===== src/rtl/ah_dispatch_pkg.sv =====
// Shared types and default widths for the packet-steering stage that sits
// behind the 34-bit / 10-client range decoder.
package ah_dispatch_pkg;

    localparam int DISP_ADDR_W    = 34;
    localparam int DISP_DATA_W    = 32;
    localparam int DISP_N_CLIENTS = 10;
    localparam int DISP_ERR_CNT_W = 16;

    // Holding-register occupancy: the whole stage is a one-deep skid.
    typedef enum logic {
        ST_EMPTY = 1'b0,
        ST_FULL  = 1'b1
    } hold_state_t;

    // Ingress packet as seen by the decoder and the stage.
    typedef struct packed {
        logic [DISP_ADDR_W-1:0] addr;
        logic [DISP_DATA_W-1:0] data;
    } pkt_t;

    // One-hot client select from the decoder.
    typedef logic [DISP_N_CLIENTS-1:0] client_sel_t;

endpackage


===== src/rtl/ah_lowest_onehot.sv =====
// Combinational priority select: keeps only the lowest set bit of i_req and
// flags when more than one bit was set (overlapping decoder ranges).
module ah_lowest_onehot #(
    parameter int W = 10
) (
    input  logic [W-1:0] i_req,
    output logic [W-1:0] o_onehot,
    output logic         o_multi
);

    // Scan upward from bit 0; the first set bit wins.
    always_comb begin
        logic w_found;
        // NOTE: every variable assigned here gets a default first, so no path leaves it unassigned and no latch is inferred.
        o_onehot = '0;
        w_found  = 1'b0;
        for (int i = 0; i < W; i++) begin
            if (i_req[i] && !w_found) begin
                o_onehot[i] = 1'b1;
                w_found     = 1'b1;
            end
        end
    end

    // Anything set besides the winner means the select was multi-hot.
    assign o_multi = |(i_req & ~o_onehot);

endmodule


===== src/rtl/ah_pkt_dispatch_34_10.sv =====
// Registered packet-steering stage: takes one packet per cycle on a
// valid/ready handshake, forwards it a cycle later to exactly one client,
// and drops undecodable packets with an error pulse and saturating count.
module ah_pkt_dispatch_34_10
    import ah_dispatch_pkg::*;
#(
    parameter int ADDR_W    = DISP_ADDR_W,
    parameter int DATA_W    = DISP_DATA_W,
    parameter int N_CLIENTS = DISP_N_CLIENTS,
    parameter int ERR_CNT_W = DISP_ERR_CNT_W
) (
    input  logic                 clk,
    input  logic                 rst_n,
    input  logic                 in_valid,
    output logic                 in_ready,
    input  logic [ADDR_W-1:0]    ingress_pkt_field,
    input  logic [DATA_W-1:0]    in_data,
    input  logic [N_CLIENTS-1:0] decoded_binary,
    input  logic                 dec_err,
    output logic [N_CLIENTS-1:0] out_valid,
    input  logic [N_CLIENTS-1:0] out_ready,
    output logic [ADDR_W-1:0]    out_addr,
    output logic [DATA_W-1:0]    out_data,
    output logic                 err_valid,
    output logic [ADDR_W-1:0]    err_addr,
    output logic [ERR_CNT_W-1:0] err_cnt,
    output logic                 multi_hit
);

    hold_state_t          r_state;
    hold_state_t          w_state_nxt;
    logic [ADDR_W-1:0]    r_hold_addr;
    logic [DATA_W-1:0]    r_hold_data;
    logic [N_CLIENTS-1:0] r_hold_sel;
    logic                 r_err_valid;
    logic [ADDR_W-1:0]    r_err_addr;
    logic [ERR_CNT_W-1:0] r_err_cnt;
    logic                 r_multi_hit;

    logic                 w_hold_v;
    logic                 w_leave;
    logic                 w_accept;
    logic                 w_drop;
    logic                 w_good;
    logic                 w_bad;
    logic                 w_multi;
    logic [N_CLIENTS-1:0] w_sel_lo;

    // Overlapping ranges resolve to the lowest-index client.
    ah_lowest_onehot #(
        .W (N_CLIENTS)
    ) u_lowest_onehot (
        .i_req    (decoded_binary),
        .o_onehot (w_sel_lo),
        .o_multi  (w_multi)
    );

    // A decoder miss, or an empty select, means nobody owns the address.
    assign w_drop   = dec_err | ~(|decoded_binary);
    assign w_accept = in_valid & in_ready;
    assign w_good   = w_accept & ~w_drop;
    assign w_bad    = w_accept & w_drop;

    // State register: the holding slot is either empty or full.
    always_ff @(posedge clk or negedge rst_n) begin
        if (!rst_n) begin
            r_state <= ST_EMPTY;
        end else begin
            // NOTE: state is updated with non-blocking assignments so every flop samples pre-edge values.
            r_state <= w_state_nxt;
        end
    end

    // Next state: a good accept always (re)fills the slot; otherwise a leave empties it.
    always_comb begin
        w_state_nxt = r_state;
        if (w_good) begin
            w_state_nxt = ST_FULL;
        end else if (w_leave) begin
            w_state_nxt = ST_EMPTY;
        end
    end

    // Outputs: egress valid is gated by occupancy; in_ready looks through to out_ready
    // on purpose so a draining slot can refill in the same cycle.
    always_comb begin
        w_hold_v  = (r_state == ST_FULL);
        out_valid = {N_CLIENTS{w_hold_v}} & r_hold_sel;
        w_leave   = w_hold_v & (|(r_hold_sel & out_ready));
        in_ready  = ~w_hold_v | w_leave;
    end

    assign out_addr  = r_hold_addr;
    assign out_data  = r_hold_data;
    assign err_valid = r_err_valid;
    assign err_addr  = r_err_addr;
    assign err_cnt   = r_err_cnt;
    assign multi_hit = r_multi_hit;

    // Holding register: loaded only by a good accept, otherwise kept stable.
    always_ff @(posedge clk or negedge rst_n) begin
        if (!rst_n) begin
            // NOTE: the payload register is reset too, because the egress buses must read zero out of reset.
            r_hold_addr <= '0;
            r_hold_data <= '0;
            r_hold_sel  <= '0;
        end else if (w_good) begin
            r_hold_addr <= ingress_pkt_field;
            r_hold_data <= in_data;
            r_hold_sel  <= w_sel_lo;
        end
    end

    // Drop reporting and the sticky multi-hot flag.
    always_ff @(posedge clk or negedge rst_n) begin
        if (!rst_n) begin
            r_err_valid <= 1'b0;
            r_err_addr  <= '0;
            r_err_cnt   <= '0;
            r_multi_hit <= 1'b0;
        end else begin
            r_err_valid <= w_bad;
            if (w_bad) begin
                r_err_addr <= ingress_pkt_field;
                if (r_err_cnt != {ERR_CNT_W{1'b1}}) begin
                    r_err_cnt <= r_err_cnt + ERR_CNT_W'(1);
                end
            end
            if (w_good && w_multi) begin
                r_multi_hit <= 1'b1;
            end
        end
    end

endmodule


===== config.mk =====
export PLATFORM = sky130hd
export DESIGN_NAME = ah_pkt_dispatch_34_10
export DESIGN_NICKNAME = d
export VERILOG_FILES = /design/src/rtl/ah_dispatch_pkg.sv /design/src/rtl/ah_lowest_onehot.sv /design/src/rtl/ah_pkt_dispatch_34_10.sv
export SDC_FILE = /design/constraint.sdc
export NUM_CORES = 1
export LEC_CHECK = 0
export BUFFER_PORTS_ARGS = -buffer_cell sky130_fd_sc_hd__buf_2
export CORE_MARGIN = 1
export CORE_UTILIZATION = 52
export CTS_CLUSTER_DIAMETER = 150
export CTS_CLUSTER_SIZE = 20
export DETAILED_ROUTE_END_ITERATION = 8
export PLACE_DENSITY = 0.95
export REMOVE_ABC_BUFFERS = 1
export SYNTH_ARGS = -nofsm -noshare
export SYNTH_HDL_FRONTEND = slang
export SYNTH_SLANG_ARGS = --single-unit

===== constraint.sdc =====
create_clock -name clk -period 2.9 [get_ports clk]
set_input_delay 0.145 -clock clk [delete_from_list [all_inputs] [get_ports clk]]
set_output_delay 0.145 -clock clk [all_outputs]
set_load 0.03 [all_outputs]

=== Word-level counts from Yosys, hierarchy flattened ===
Cells that the tools add are included.

* Output and inout port bits: 129
* Word-level logic and storage cells: 67
* Flip-flop bits (word level): 129
* Input port bits: 90

* Equality and inequality tests: 1
* Add/sub/neg operators: 1
* Multiplexer cells: 20
* Reductions and logical operators: 24
* Bitwise operators: 13

{| class="wikitable"
|+ Operators by type and width
! kind !! count
|-
| bitwise AND 10 bit || 3
|-
| OR reduction 10 bit || 3
|-
| two-way mux 1 bit || 20
|-
| adder 16 x 1 -> 16 bit (second input constant) || 1
|-
| != test 16 bit (second input constant) || 1
|-
| logical AND 1 bit || 10
|-
| NOT 10 bit || 1
|-
| logical NOT 1 bit || 9
|-
| bitwise AND 1 bit || 4
|-
| NOT 1 bit || 3
|-
| bitwise OR 1 bit || 2
|-
| AND reduction 2 bit || 1
|-
| nonzero test 2 bit || 1
|}

=== Logic depth before layout (Yosys ltp) ===
* Depth in word-level cells: 32
* Gate-level depth with buffers: 7
* Gate-level depth less buffers: 6

=== Hierarchy ===
From an unflattened synthesis, not the netlist that was laid out.

* Cells, all modules: 364
* Area total of the unflattened synthesis: 5408.9 µm²

{| class="wikitable"
|+ By module, submodules not included
! module !! times used !! cells each !! sequential area each (µm²) !! area an instance (µm²)
|-
| ah_pkt_dispatch_34_10 || 1 || 338 || 3228.1 || 5216.3
|-
| ah_lowest_onehot || 1 || 26 || 0.0 || 192.7
|}

=== Least setup slack after synthesis ===
No wires, ideal clock.

* Kind: register -> register
* From: register r_err_cnt[0], in the netlist err_cnt[0]
* To: register r_err_cnt[1], in the netlist err_cnt[1]
* Buffers on the path: 0
* Setup time: 125 ps
* Clock period less this slack: 2018 ps
* Cell stages (with the launch flop): 6
* Data arrival time: 1893 ps
* Path slack: 882 ps
* Data required time: 2775 ps
* Cell sequence: dfrtp_1 -> ha_1 -> nand4_1 -> or4_1 -> nand3_1 -> mux2_2

* Cells in the longest elaborated chain, start to end: 2
* Elaborated cells on any way between the ends: 3
* Classes of those cells: 1 x add/sub; 1 x eq/ne; 1 x reduce/logical

{| class="wikitable"
|+ Ends and longest elaborated chain
! what !! RTL line !! RTL
|-
| start, declared || ah_pkt_dispatch_34_10.sv:37 || <nowiki>logic [ERR_CNT_W-1:0] r_err_cnt;</nowiki>
|-
| start signal, assigned || ah_pkt_dispatch_34_10.sv:126 || <nowiki>r_err_cnt <= r_err_cnt + ERR_CNT_W'(1);</nowiki>
|-
| parallel branches: the longest is 2 deep, another holds adder 16 x 1 -> 16 bit || - ||
|}

Several ways; the timed one is not identified.
A chain may end at the register's enable or synchronous reset.

=== Final worst setup path ===
* From: register r_state
* To: register r_hold_data[0], in the netlist out_data[0]

* Cells in the longest elaborated chain, start to end: 4
* Elaborated cells on any way between the ends: 5
* Classes of those cells: 5 x bitwise

{| class="wikitable"
|+ Ends and longest elaborated chain
! what !! RTL line !! RTL
|-
| start, declared || ah_pkt_dispatch_34_10.sv:30 || <nowiki>hold_state_t r_state;</nowiki>
|-
| start signal, assigned || ah_pkt_dispatch_34_10.sv:70 || <nowiki>r_state <= w_state_nxt;</nowiki>
|-
| bitwise AND 1 bit or NOT 1 bit (tied branches) || ah_pkt_dispatch_34_10.sv:89, ah_pkt_dispatch_34_10.sv:90 ||
|-
| bitwise OR 1 bit * || ah_pkt_dispatch_34_10.sv:90 || <nowiki>in_ready = ~w_hold_v | w_leave;</nowiki>
|-
| bitwise AND 1 bit * || ah_pkt_dispatch_34_10.sv:60 || <nowiki>assign w_accept = in_valid & in_ready;</nowiki>
|-
| bitwise AND 1 bit * || ah_pkt_dispatch_34_10.sv:61 || <nowiki>assign w_good = w_accept & ~w_drop;</nowiki>
|-
| end signal, assigned || ah_pkt_dispatch_34_10.sv:109 || <nowiki>r_hold_data <= in_data;</nowiki>
|-
| end, declared || ah_pkt_dispatch_34_10.sv:33 || <nowiki>logic [DATA_W-1:0] r_hold_data;</nowiki>
|}

Mark *: on every way between the ends. The rest lies on a longest branch, timed or not.

==> flow_summary.toml <==
[timing]
fin_skew_ps = 11.5
fin_ws_ps = 574
whs_ps = 192
tightest_slew_ps = 633
fmax_ghz = 0.430
slew_violations = 0
slew_headroom_pct = 57.8
min_period_over_period_pct = 80.2
rsz0062_at_grt = "no"
finalHoldViolCount = 0
finalSetupTns_ps = 0
fin_crit_ps = 2330
finalSetupViolations = 0

[setup_path]
crit_path_end_kind = "flop"
rrSetupSlack_ps = 570
reg2reg_to = "out_data[0]"
cp_max_fo = 84
cp.required_ps = 3290
cpMaxStageDelayCell = "dfrtp_1"
slowest_delay_ps = 490
reg2regPathDepth = 5
cp_cell_sequence = "a21boi_0 > nand4_1 > o211ai_4 > buf_12 > mux2_2"
r2r-start = "r_state"
cp.arrival_ps = 2720
path_class = "reg2reg"
critPathLaunchType = "flop"

[drt]
viasPerCell = 5.31
final_antenna_net_count = 0
drc = 0
drtIter0Drc = 223
drt-wirelength-per-cell_um = 18.5
routed_wl_um = 15400
vias = 4432
dr.pass1.iters = 4

[logic_synthesis]
ys_types = 42
synth_ff_type = "dfrtp_1"
synth_top_area_share_pct = 59.6
syn_inst = 379
async_flop_share_pct = 100
yosysMostFrequentCell = "dfrtp_1"
synth_edf_count = 0
synth_area_um2 = 5420
ys_top_cells_by_area = "dfrtp_1 60%, mux2_2 15%, mux2_4 8.0%"
avgSynthCellArea_um2 = 14.3
ys_ff_latch = 129
yosys-top-cells-count = "129 x dfrtp_1, 73 x mux2_2, 29 x mux2_4, 21 x nand2_1, 11 x nor2_1"
synth_warnings = 0
seq_area_frac_synth_pct = 59.6
synth_top_area_cell = "dfrtp_1"

[pwr]
power_density_nw_per_um2 = 920
power.total_mw = 7.38
power.leakage_nw = 3.95
ir_worst_vdd_mv = 0.615

[die]
die_area_um2 = 10800
die_x_um = 104
ios = 219
start_util_pct = 54.4
core.rowCount = 36
core_area_um2 = 9950
fp.dieH_um = 104

[layout]
final_cells = 834
fin_nets = 779
syn_to_final_growth_pct = 48.1
seq_area_um2 = 3230
drive_gt1_share_pct = 52.1
nFillCells = 540
utilization_pct = 80.6
n_antenna_cell = 0
multi_input_area_um2 = 2080
fin_area_um2 = 8030

[grt]
grt_pass1_vias = 4755
gr-usage-all-layers_pct = 29.6
grt_max_degree = 85
grt_pass1_wl_um = 24500
overflow = 0
antenna_found_initial = 0

[min_path]
worst_hold_path_type = "in2async"

[place]
pre_cts_ws_ps = 638
place_inst = 722
place_congestion = 0.902
portBuffers = 218
dpl_cell_area_um2 = 6660
place_hpwl_um = 9330

[clocking]
cts_tree = "done"
clock_sinks = 129
post_cts_resized = 0
clkTransAtPathRegs_ps = 60
clock_path_buffers = 2
root_buffer = "clkbuf_8"
htreeDepth = 4
clk_latency_ps = 520
cts_buffers = 17

[run]
maxCapViolations = 0

[outcome]
outcome = "complete, no violations"
kinds of logic after synthesis:
logic type | after synthesis | share of synthesized area [%]
adders and majority gates | 2 | 0.416
muxes | 103 | 23.4
and+or+nand+nor | 84 | 8.24
DFF | 129 | 59.6
buffers and inverters | 18 | 2.17
AOI/OAI and AO/OA | 29 | 3.93
xor gates and xnor gates | 14 | 2.26
registers in the layout (all words and copies together), names as in the netlist:
name	count
err_addr	34
out_addr	34
out_data	32
err_cnt	16
r_hold_sel	10
err_valid	1
multi_hit	1
r_state	1
power by group:
part / internal [mW] / switching, mW
combinational: 0.997 / 1.68
clock: 1.24 / 0.790
sequential: 2.31 / 0.357
total: 4.55 / 2.83
critical path, delay by kind of cell (launching register included):
| family | cells | cell delay, ps |
|---|---|---|
| AO/OA/AOI/OAI | 2 | 540 |
| flip-flops | 1 | 490 |
| multiplexers | 1 | 410 |
| buffers and inverters | 1 | 360 |
| AND/OR/NAND/NOR | 1 | 320 |
area by class of cell:
cell class / instances / area share, %
Inverter: 4 / 0.187
Clock inverter: 13 / 1.73
Tap cell: 133 / 2.07
Timing Repair Buffer: 304 / 24.5
Sequential cell: 129 / 40.2
Multi-Input combinational cell: 232 / 25.9
Clock buffer: 19 / 5.38
repair_timing:
| item | CTS | global route |
|---|---|---|
| hold buffers | 80 | 0 |
| buffers inserted | 0 | 0 |
| hold endpoints to repair | 158 | 0 |
how the worst max path moves through the flow:
stage | from | to | slack [ps] | depth (start not counted)
final | r_state | out_data[0] | 570 | 5
after CTS | r_state | in_ready | 620 | 4
after floorplan | r_state | out_addr[0] | -640 | 4
after detailed placement | r_state | out_addr[28] | 640 | 5
after global routing | r_state | out_data[3] | 510 | 5
after global placement | r_state | err_cnt[12] | 820 | 6
cell usage in the layout, fill, tap and decap left out, types with 4 or more instances in the layout:
cell             n
buf_4            5
xnor2_1          5
buf_2          217
dlygate4sd3_1   80
nand3_1          9
mux2_4          29
xor2_1           9
and2_1          10
mux2_2          73
nor3_1           9
dfrtp_1        129
a22oi_1          4
a21oi_1          4
inv_1            4
clkbuf_16       16
nand2_1         21
clkinvlp_4       5
nor2_1          11
nand4_1          8
o21ai_0         10
layer usage:
| layer | global-route usage (%) | part of all wire [%] | vias up |
|---|---|---|---|
| li1 | - | - | 1980 |
| met4 | 12.1 | 2.8 | 0 |
| met2 | 52.8 | 53 | 207 |
| met3 | 7.77 | 5.7 | 33 |
| met1 | 33.6 | 39 | 2212 |
| met5 | 0 | 0 | - |
No activity file was read; power rests on OpenSTA's default activity.
